**src/rtl/dmem_arbiter.sv**
```systemverilog
// Two-port (core / debug) arbiter and response router for a two-bank interleaved data memory.
// Define DMEM_ARB_STATS_EN to build the saturating core stall counter on stall_cnt_o.
module dmem_arbiter #(
    parameter int ADDR_W   = 32,
    parameter int DATA_W   = 32,
    parameter int BANK_AW  = 10,
    parameter int MAX_WAIT = 4
) (
    input  logic                  clk_i,
    input  logic                  rst_i,

    input  logic                  core_req_i,
    input  logic                  core_we_i,
    input  logic [ADDR_W-1:0]     core_addr_i,
    input  logic [DATA_W-1:0]     core_wdata_i,
    input  logic [DATA_W/8-1:0]   core_be_i,
    output logic                  core_gnt_o,
    output logic                  core_rvalid_o,
    output logic [DATA_W-1:0]     core_rdata_o,

    input  logic                  dbg_req_i,
    input  logic                  dbg_we_i,
    input  logic [ADDR_W-1:0]     dbg_addr_i,
    input  logic [DATA_W-1:0]     dbg_wdata_i,
    input  logic [DATA_W/8-1:0]   dbg_be_i,
    output logic                  dbg_gnt_o,
    output logic                  dbg_rvalid_o,
    output logic [DATA_W-1:0]     dbg_rdata_o,

    input  logic                  dbg_lock_i,
    output logic                  lock_o,

    output logic [1:0]            bank_cs_o,
    output logic                  bank_we_o,
    output logic [BANK_AW-1:0]    bank_addr_o,
    output logic [DATA_W-1:0]     bank_wdata_o,
    output logic [DATA_W/8-1:0]   bank_be_o,
    input  logic [DATA_W-1:0]     bank0_rdata_i,
    input  logic [DATA_W-1:0]     bank1_rdata_i,

    output logic [15:0]           stall_cnt_o
);

    localparam int BE_W   = DATA_W / 8;
    localparam int NP     = 2;
    localparam int P_CORE = 0;
    localparam int P_DBG  = 1;
    localparam logic [3:0] MAX_WAIT_C = 4'(MAX_WAIT);

    typedef enum logic {
        ST_SHARED = 1'b0,
        ST_LOCKED = 1'b1
    } state_t;

    state_t     state_q, state_d;
    logic [3:0] wait_cnt_q, wait_cnt_d;

    // In-flight access: owner (0 = core, 1 = debug), bank, plus valid and write flags
    logic fl_valid_q, fl_valid_d;
    logic fl_owner_q, fl_owner_d;
    logic fl_bank_q,  fl_bank_d;
    logic fl_we_q,    fl_we_d;

    // Both requester ports gathered into arrays indexed by port number
    logic [NP-1:0]      p_req;
    logic [NP-1:0]      p_we;
    logic [NP-1:0]      p_bank;
    logic [NP-1:0]      p_gnt;
    logic [NP-1:0]      p_rvalid;
    logic [ADDR_W-1:0]  p_addr  [NP];
    logic [BANK_AW-1:0] p_waddr [NP];
    logic [DATA_W-1:0]  p_wdata [NP];
    logic [BE_W-1:0]    p_be    [NP];
    logic [DATA_W-1:0]  p_rdata [NP];

    logic              win_any;
    logic              win_sel;
    logic [DATA_W-1:0] rsp_data;

    assign p_req      = {dbg_req_i, core_req_i};
    assign p_we       = {dbg_we_i,  core_we_i};
    assign p_addr[0]  = core_addr_i;
    assign p_addr[1]  = dbg_addr_i;
    assign p_wdata[0] = core_wdata_i;
    assign p_wdata[1] = dbg_wdata_i;
    assign p_be[0]    = core_be_i;
    assign p_be[1]    = dbg_be_i;

    // Byte address: bit 2 picks the bank, the bits above it form the bank word address
    generate
        for (genvar gi = 0; gi < NP; gi++) begin : g_decode
            logic unused_addr_bits;
            assign p_bank[gi]       = p_addr[gi][2];
            assign p_waddr[gi]      = p_addr[gi][BANK_AW+2:3];
            assign unused_addr_bits = ^{p_addr[gi][1:0], p_addr[gi][ADDR_W-1:BANK_AW+3]};
        end
    endgenerate

    // Arbitration and lock sequencing; nothing is granted while reset is asserted
    always_comb begin
        state_d    = state_q;
        wait_cnt_d = wait_cnt_q;
        p_gnt      = '0;
        if (rst_i) begin
            unique case (state_q)
                ST_SHARED: begin
                    if (p_req[P_CORE] && !(p_req[P_DBG] && (wait_cnt_q == MAX_WAIT_C))) begin
                        p_gnt[P_CORE] = 1'b1;
                    end else begin
                        p_gnt[P_DBG] = p_req[P_DBG];
                    end
                    if (!p_req[P_DBG] || p_gnt[P_DBG]) begin
                        wait_cnt_d = 4'd0;
                    end else if (wait_cnt_q != 4'hF) begin
                        wait_cnt_d = wait_cnt_q + 4'd1;
                    end
                end
                ST_LOCKED: begin
                    p_gnt[P_DBG] = p_req[P_DBG];
                    wait_cnt_d   = 4'd0;
                end
                default: begin
                    wait_cnt_d = 4'd0;
                end
            endcase
            state_d = dbg_lock_i ? ST_LOCKED : ST_SHARED;
        end
    end

    assign core_gnt_o = p_gnt[P_CORE];
    assign dbg_gnt_o  = p_gnt[P_DBG];
    assign lock_o     = (state_q == ST_LOCKED);

    assign win_any = |p_gnt;
    assign win_sel = p_gnt[P_DBG];

    // Winner drives the shared bank bus; everything idles at zero without a grant
    always_comb begin
        bank_we_o    = 1'b0;
        bank_addr_o  = '0;
        bank_wdata_o = '0;
        bank_be_o    = '0;
        if (win_any) begin
            bank_we_o    = p_we[win_sel];
            bank_addr_o  = p_waddr[win_sel];
            bank_wdata_o = p_wdata[win_sel];
            bank_be_o    = p_be[win_sel];
        end
    end

    generate
        for (genvar gi = 0; gi < 2; gi++) begin : g_bank_cs
            assign bank_cs_o[gi] = win_any && (p_bank[win_sel] == 1'(gi));
        end
    endgenerate

    always_comb begin
        fl_valid_d = win_any;
        fl_owner_d = win_sel;
        fl_bank_d  = p_bank[win_sel];
        fl_we_d    = p_we[win_sel];
    end

    // Writes still produce a response pulse, but with zero data
    always_comb begin
        rsp_data = '0;
        if (!fl_we_q) begin
            rsp_data = fl_bank_q ? bank1_rdata_i : bank0_rdata_i;
        end
    end

    generate
        for (genvar gi = 0; gi < NP; gi++) begin : g_rsp
            assign p_rvalid[gi] = fl_valid_q && (fl_owner_q == 1'(gi));
            assign p_rdata[gi]  = p_rvalid[gi] ? rsp_data : '0;
        end
    endgenerate

    assign core_rvalid_o = p_rvalid[P_CORE];
    assign dbg_rvalid_o  = p_rvalid[P_DBG];
    assign core_rdata_o  = p_rdata[P_CORE];
    assign dbg_rdata_o   = p_rdata[P_DBG];

    always_ff @(posedge clk_i or negedge rst_i) begin
        if (!rst_i) begin
            state_q    <= ST_SHARED;
            wait_cnt_q <= 4'd0;
            fl_valid_q <= 1'b0;
            fl_owner_q <= 1'b0;
            fl_bank_q  <= 1'b0;
            fl_we_q    <= 1'b0;
        end else begin
            state_q    <= state_d;
            wait_cnt_q <= wait_cnt_d;
            fl_valid_q <= fl_valid_d;
            fl_owner_q <= fl_owner_d;
            fl_bank_q  <= fl_bank_d;
            fl_we_q    <= fl_we_d;
        end
    end

`ifdef DMEM_ARB_STATS_EN
    logic [15:0] stall_cnt_q, stall_cnt_d;

    always_comb begin
        stall_cnt_d = stall_cnt_q;
        if (core_req_i && !core_gnt_o && (stall_cnt_q != 16'hFFFF)) begin
            stall_cnt_d = stall_cnt_q + 16'd1;
        end
    end

    always_ff @(posedge clk_i or negedge rst_i) begin
        if (!rst_i) begin
            stall_cnt_q <= 16'd0;
        end else begin
            stall_cnt_q <= stall_cnt_d;
        end
    end

    assign stall_cnt_o = stall_cnt_q;
`else
    assign stall_cnt_o = 16'd0;
`endif

endmodule
```
**config.mk**
```make
export PLATFORM = sky130hd
export DESIGN_NAME = dmem_arbiter
export DESIGN_NICKNAME = d
export VERILOG_FILES = /design/src/rtl/dmem_arbiter.sv
export SDC_FILE = /design/constraint.sdc
export NUM_CORES = 1
export LEC_CHECK = 0
export BUFFER_PORTS_ARGS = -buffer_cell sky130_fd_sc_hd__clkbuf_2
export CAP_MARGIN = 20
export CELL_PAD_IN_SITES_DETAIL_PLACEMENT = 1
export CELL_PAD_IN_SITES_GLOBAL_PLACEMENT = 1
export CORE_AREA = 2 2 131 133
export CTS_CLUSTER_SIZE = 30
export DETAILED_ROUTE_END_ITERATION = 7
export DIE_AREA = 0 0 133 135
export GPL_ROUTABILITY_DRIVEN = 0
export PLACE_DENSITY_LB_ADDON = 0.1
export REMOVE_ABC_BUFFERS = 1
export SYNTH_ARGS = -nofsm -noshare
export SYNTH_HDL_FRONTEND = slang
export SYNTH_SLANG_ARGS = --single-unit
```
**constraint.sdc**
```tcl
create_clock -name clk_i -period 3 [get_ports clk_i]
set_input_delay 0.3 -clock clk_i [delete_from_list [all_inputs] [get_ports clk_i]]
set_output_delay 0.3 -clock clk_i [all_outputs]
set_load 0.05 [all_outputs]
```
# == Word level (Yosys, flattened, before mapping) ==
# Cells that the tools add are included.
# word_totals
reg_bits,9
out_inout_bits,134
wordCells,59
# classes
add_sub_neg,1
n_eq_ne,3
bitwise_logic,4
reduce_logical,11
mux,32
n_lt_le_gt_ge,2
# op_table
operator,n
$mux W32,8
$mux W10,4
$mux W4,6
$mux W1,11
$pmux W4 S2,1
$logic_and A1 B1 Y1,6
$add A4 B1 Y4 const B,1
$eq A4 B3 Y1 const B,1
$ne A4 B4 Y1 const B,1
$ne A3 B3 Y1 const B,1
$not A1 Y1,3
$ge A2 B2 Y1 const B,1
$logic_not A1 Y1,2
$lt A1 B2 Y1 const B,1
$mux W2,1
$not A1 Y2,1
$pmux W1 S2,1
$reduce_and A2 Y1,1
$reduce_or A2 Y1,1
$logic_or A1 B1 Y1,1

# == Logic depth before layout (Yosys ltp) ==
# depth
ltp_word,14
mapped_depth,7
depth_no_buf,5

# == Worst setup path before layout ==
# OpenSTA, ideal clock, no wires.
# synth_timing
path_type,flip-flop to output port
startpoint,register wait_cnt_q[0]
endpoint,output port bank_cs_o[1]
n_path_buf,0
setup_slack_ns,0.397
arrival_ns,2.303
stages_incl_launch_ff,6
cell_sequence,dfrtp_1 -> inv_1 -> ha_1 -> nand3b_1 -> a21boi_1 -> a32o_1
# synth_between
elab_chain_len,12
elab_cells_between_ends,15
cone_classes,eq/ne: 1; mux: 9; reduce/logical: 5
# synth_rtl
element,line_no,rtl
"start, declared",56,"logic [3:0] wait_cnt_q, wait_cnt_d;"
"start signal, assigned",194,wait_cnt_q <= wait_cnt_d;
$eq A4 B3 Y1 (*),107,if (p_req[P_CORE] && !(p_req[P_DBG] && (wait_cnt_q == MAX_WAIT_C))) begin
$logic_and A1 B1 Y1 (*),107,
$logic_not A1 Y1 (*),107,
$logic_and A1 B1 Y1 (*),107,
$mux W1 (*),107,
$mux W1 (*),105,unique case (state_q)
$mux W1 (*),104,if (rst_i) begin
$pmux W1 S2 (*),105,
$mux W2 (*),104,
via dbg_gnt_o,26,"output logic dbg_gnt_o,"
$mux W1 (not written as such) (2 in a row),153,assign bank_cs_o[gi] = win_any && (p_bank[win_sel] == 1'(gi));
$logic_and A1 B1 Y1 (*),153,
"end, declared",33,"output logic [1:0] bank_cs_o,"
# Mark *: on every way through the listed nets, which the timed path passes. The rest lies on a longest branch. The select of a mux whose other input is x is not followed.

# == Worst setup path in the final report ==
# layout_timing
startpoint,register wait_cnt_q[0]
endpoint,output port bank_addr_o[1]
# layout_between
elab_chain_len,14
elab_cells_between_ends,17
cone_classes,eq/ne: 1; mux: 11; bitwise: 1; reduce/logical: 4
# layout_rtl
element,line_no,rtl
$eq A4 B3 Y1 (*),107,
$logic_and A1 B1 Y1 (*),107,
$logic_not A1 Y1 (*),107,
$logic_and A1 B1 Y1 (*),107,
$mux W1,107,
$mux W1,105,
$mux W1,104,
$pmux W1 S2,105,
$mux W2 (*),104,
$not A1 Y2 (not written as such),145,bank_addr_o = p_waddr[win_sel];
$mux W10 (not written as such) (3 in a row),145,
$mux W10 (*),143,if (win_any) begin
"end, declared",35,"output logic [BANK_AW-1:0] bank_addr_o,"
# Every way passes the cells marked *; elsewhere a longest branch is shown, timed or not. The select of a mux whose other input is x is not followed.

==> metrics.md <==
| Metric | Value |
|---|---|
| Rows | 47 |
| Yosys warns | 0 |
| Asr flop ratio synth | 100% |
| Flops & latches, synth | 9 |
| CTS tree | yes |
| Final #Nets | 806 |
| Cells after synthesis | 332 |
| Top post-synthesis cells by count | nand2_1 (94), mux2i_1 (81), nor2_1 (64) |
| Pwr Density | 288 nW/µm² |
| Longest Clk Path Bufs | 2 |
| Avg Inst Size Synth | 6.58 µm² |
| DIE AREA | 18,000 µm² |
| Most used DFF post-synth | dfrtp_1 |
| Synth area leader | mux2i_1 |
| Max_slew headroom | 51.0% |
| Final hold vios | 0 |
| Ant diodes | 0 |
| Maxcap violations | 0 |
| Peak Freq | 376 MHz |
| Unrepaired setup endpoints after global routing | false |
| Hold_buf cts | 0 |
| Vias | 3,225 |
| Top post-synthesis cells by area | mux2i_1 (37%), nand2_1 (16%), nor2_1 (11%) |
| GRT overflow | 0 |
| Initial drt markers | 41 |
| Number of synthesized flops with an enable pin | 0 |
| Initial antenna violation count | 0 |
| CP Class | reg -> out |
| Final HPWL from detailed placement | around 10,000 µm |
| Slew Viols, Final | 0 |
| Non-filler cells, final | 816 |
| Sink Count | 9 |
| Post-CTS Setup Bufs | 0 |
| Area Overhead vs Synth | 75.6% |
| Cells after DPL | 812 |
| Pre-antenna DRT Iters | 4 |
| Final worst clock skew | 0.00209 ns |
| Total GRT Usage | between 10 and 15% |
| Yosys top cell area share | 37.1% |
| Drt total wl | ~12,000 µm |
| Routed wire length per instance | 14.7 µm |
| Arr. time, crit path | 2.36 ns |
| Filler Cell Count | 2,128 |
| Slew @ Worst Pin | 0.735 ns |
| ANT nets after route | 0 |
| Clk slew on worst S/H paths | about 0.04 ns |
| Vias in the first global route | ~3.4k |
| Initial core utilization | 13.3% |
| First-pass GRT wire length | between 15,000 and 20,000 µm |
| Clock Latency Late Sink | 0.23 ns |
| Root Driver | clkbuf_16 |
| Fraction of the yosys area taken by sequential cells | 10.3% |
| Final worst path period need | approximately 2.7 ns |
| Max Fanout on Critical Path | 36 |
| CTS-repair resized insts | 0 |
| Crit. End Element | output pin |
| Final period util | between 80% and 90% |
| Number of H-tree levels | 1 |
| Core footprint | 16,400 µm² |
| Die span in x | roughly 130 µm |
| Worst hold margin | about 0.23 ns |
| Status | finished, final reports clean |
| Drt drc | 0 |
| Top Ports | 341 |
| IO buf count | 282 |
| Worst Path Required | 2.70 ns |
| Post-Syn Area | 2180 µm² |
| Total chip power | 0.00110 W |
| Max VDD drop | 0.000162 V |
| Crit start category | flip-flop |
| Clock buffers created by TritonCTS | 3 |
| Yosys cell types | 29 |
| Leak Pwr | 2.25 nW |
| Share of cells above drive strength 1 | between 50% and 60% |
| Vias per std cell | 3.95 |
| Largest net degree at the start of global routing | 70 |
| Hold Crit Class | in -> async |
| Most common cell in the netlist | nand2_1 |
| # setup viols final | 0 |
| Die H | 135 µm |
power by group:
| group | internal [W] | switching [W] | leakage [nW] |
|---|---|---|---|
| combinational | 0.000224 | 0.000504 | 2.10 |
| clock | 0.000177 | 0.0000549 | 0.0382 |
| sequential | 0.000129 | 0.0000151 | 0.115 |
| total | 0.000530 | 0.000574 | 2.25 |
cell families (layout without fill, tap and decap cells):
group	count (synthesis)	in the layout	share of synthesized area (%)
buf+inv	48	297	12.5
simple gates	175	175	32.4
other cells	1	16	0.172
fa+ha+maj	2	2	1.15
mux	85	85	39.2
compound gates	12	12	4.35
flops	9	9	10.3
cells in the final DEF (no fill, tap or decap), types with 2 or more instances in the layout:
cell       count
buf_12         2
dfrtp_1        8
ha_1           2
a32o_1         2
buf_4          7
nand2b_1       3
clkbuf_16      3
nor2_1        64
mux2_2         4
nand2_1       94
nand4_1        3
a41o_1         2
nor2b_1        2
and2_1         2
clkbuf_2     281
mux2i_1       81
nand3b_1       3
o22ai_1        2
inv_1          3
conb_1        16
final timing paths:
kind                          startpoint        endpoint  depth (start not counted)  slack [ns]
setup reg to reg           wait_cnt_q[0]         fl_we_q                          5        1.13
setup / recovery           wait_cnt_q[0]  bank_addr_o[1]                          7        0.34
hold / removal                     rst_i          lock_o                          2        0.23
hold reg to reg                   lock_o          lock_o                          1        0.57
max in group asynchronous          rst_i       fl_bank_q                          2        2.26
min in group clk_i            dbg_lock_i          lock_o                          2        0.30
critical path, cell delays in order (launching register included):
cell      delay [ns]
dfrtp_1         0.40
inv_1           0.10
ha_1            0.24
nand3b_1        0.14
o21a_2          0.36
buf_12          0.29
mux2i_1         0.24
clkbuf_2        0.31
layer usage:
layer,routed length (µm),global-route usage [%],vias to the layer above
li1,-,-,1585
met3,1550,5.22,6
met4,101,1.37,0
met5,0,0,-
met2,5950,23.3,204
met1,4380,13.0,1430
state kept, by name (all words and copies together) (netlist names):
name        cells
fl_we_q         1
wait_cnt_q      4
fl_owner_q      1
fl_valid_q      1
fl_bank_q       1
lock_o          1
layout make-up:
type / count / area, µm² / area share, %
inverters: 3 / 11.3 / 0.294
flip-flops and latches: 9 / 226 / 5.90
clock buffers: 4 / 78.8 / 2.05
repair buffers: 290 / 1500 / 39.1
well taps: 220 / 275 / 7.18
multi-input cells: 290 / 1750 / 45.5
metrics by stage:
| step | cell area [µm²] | setup WS, ns | setup TNS (ns) | utilization [%] |
|---|---|---|---|---|
| after floorplan | 1980 | -0.732 | -35.56 | - |
| after detailed placement | 3760 | 0.558 | 0 | 22.9 |
| after CTS | 3840 | 0.300 | 0 | 23.4 |
| after global placement | 3760 | 0.604 | 0 | 22.9 |
| final | 3840 | 0.343 | 0 | 23.4 |
| after global routing | 3840 | 0.157 | 0 | 23.4 |
No activity file was read; power rests on OpenSTA's default activity.
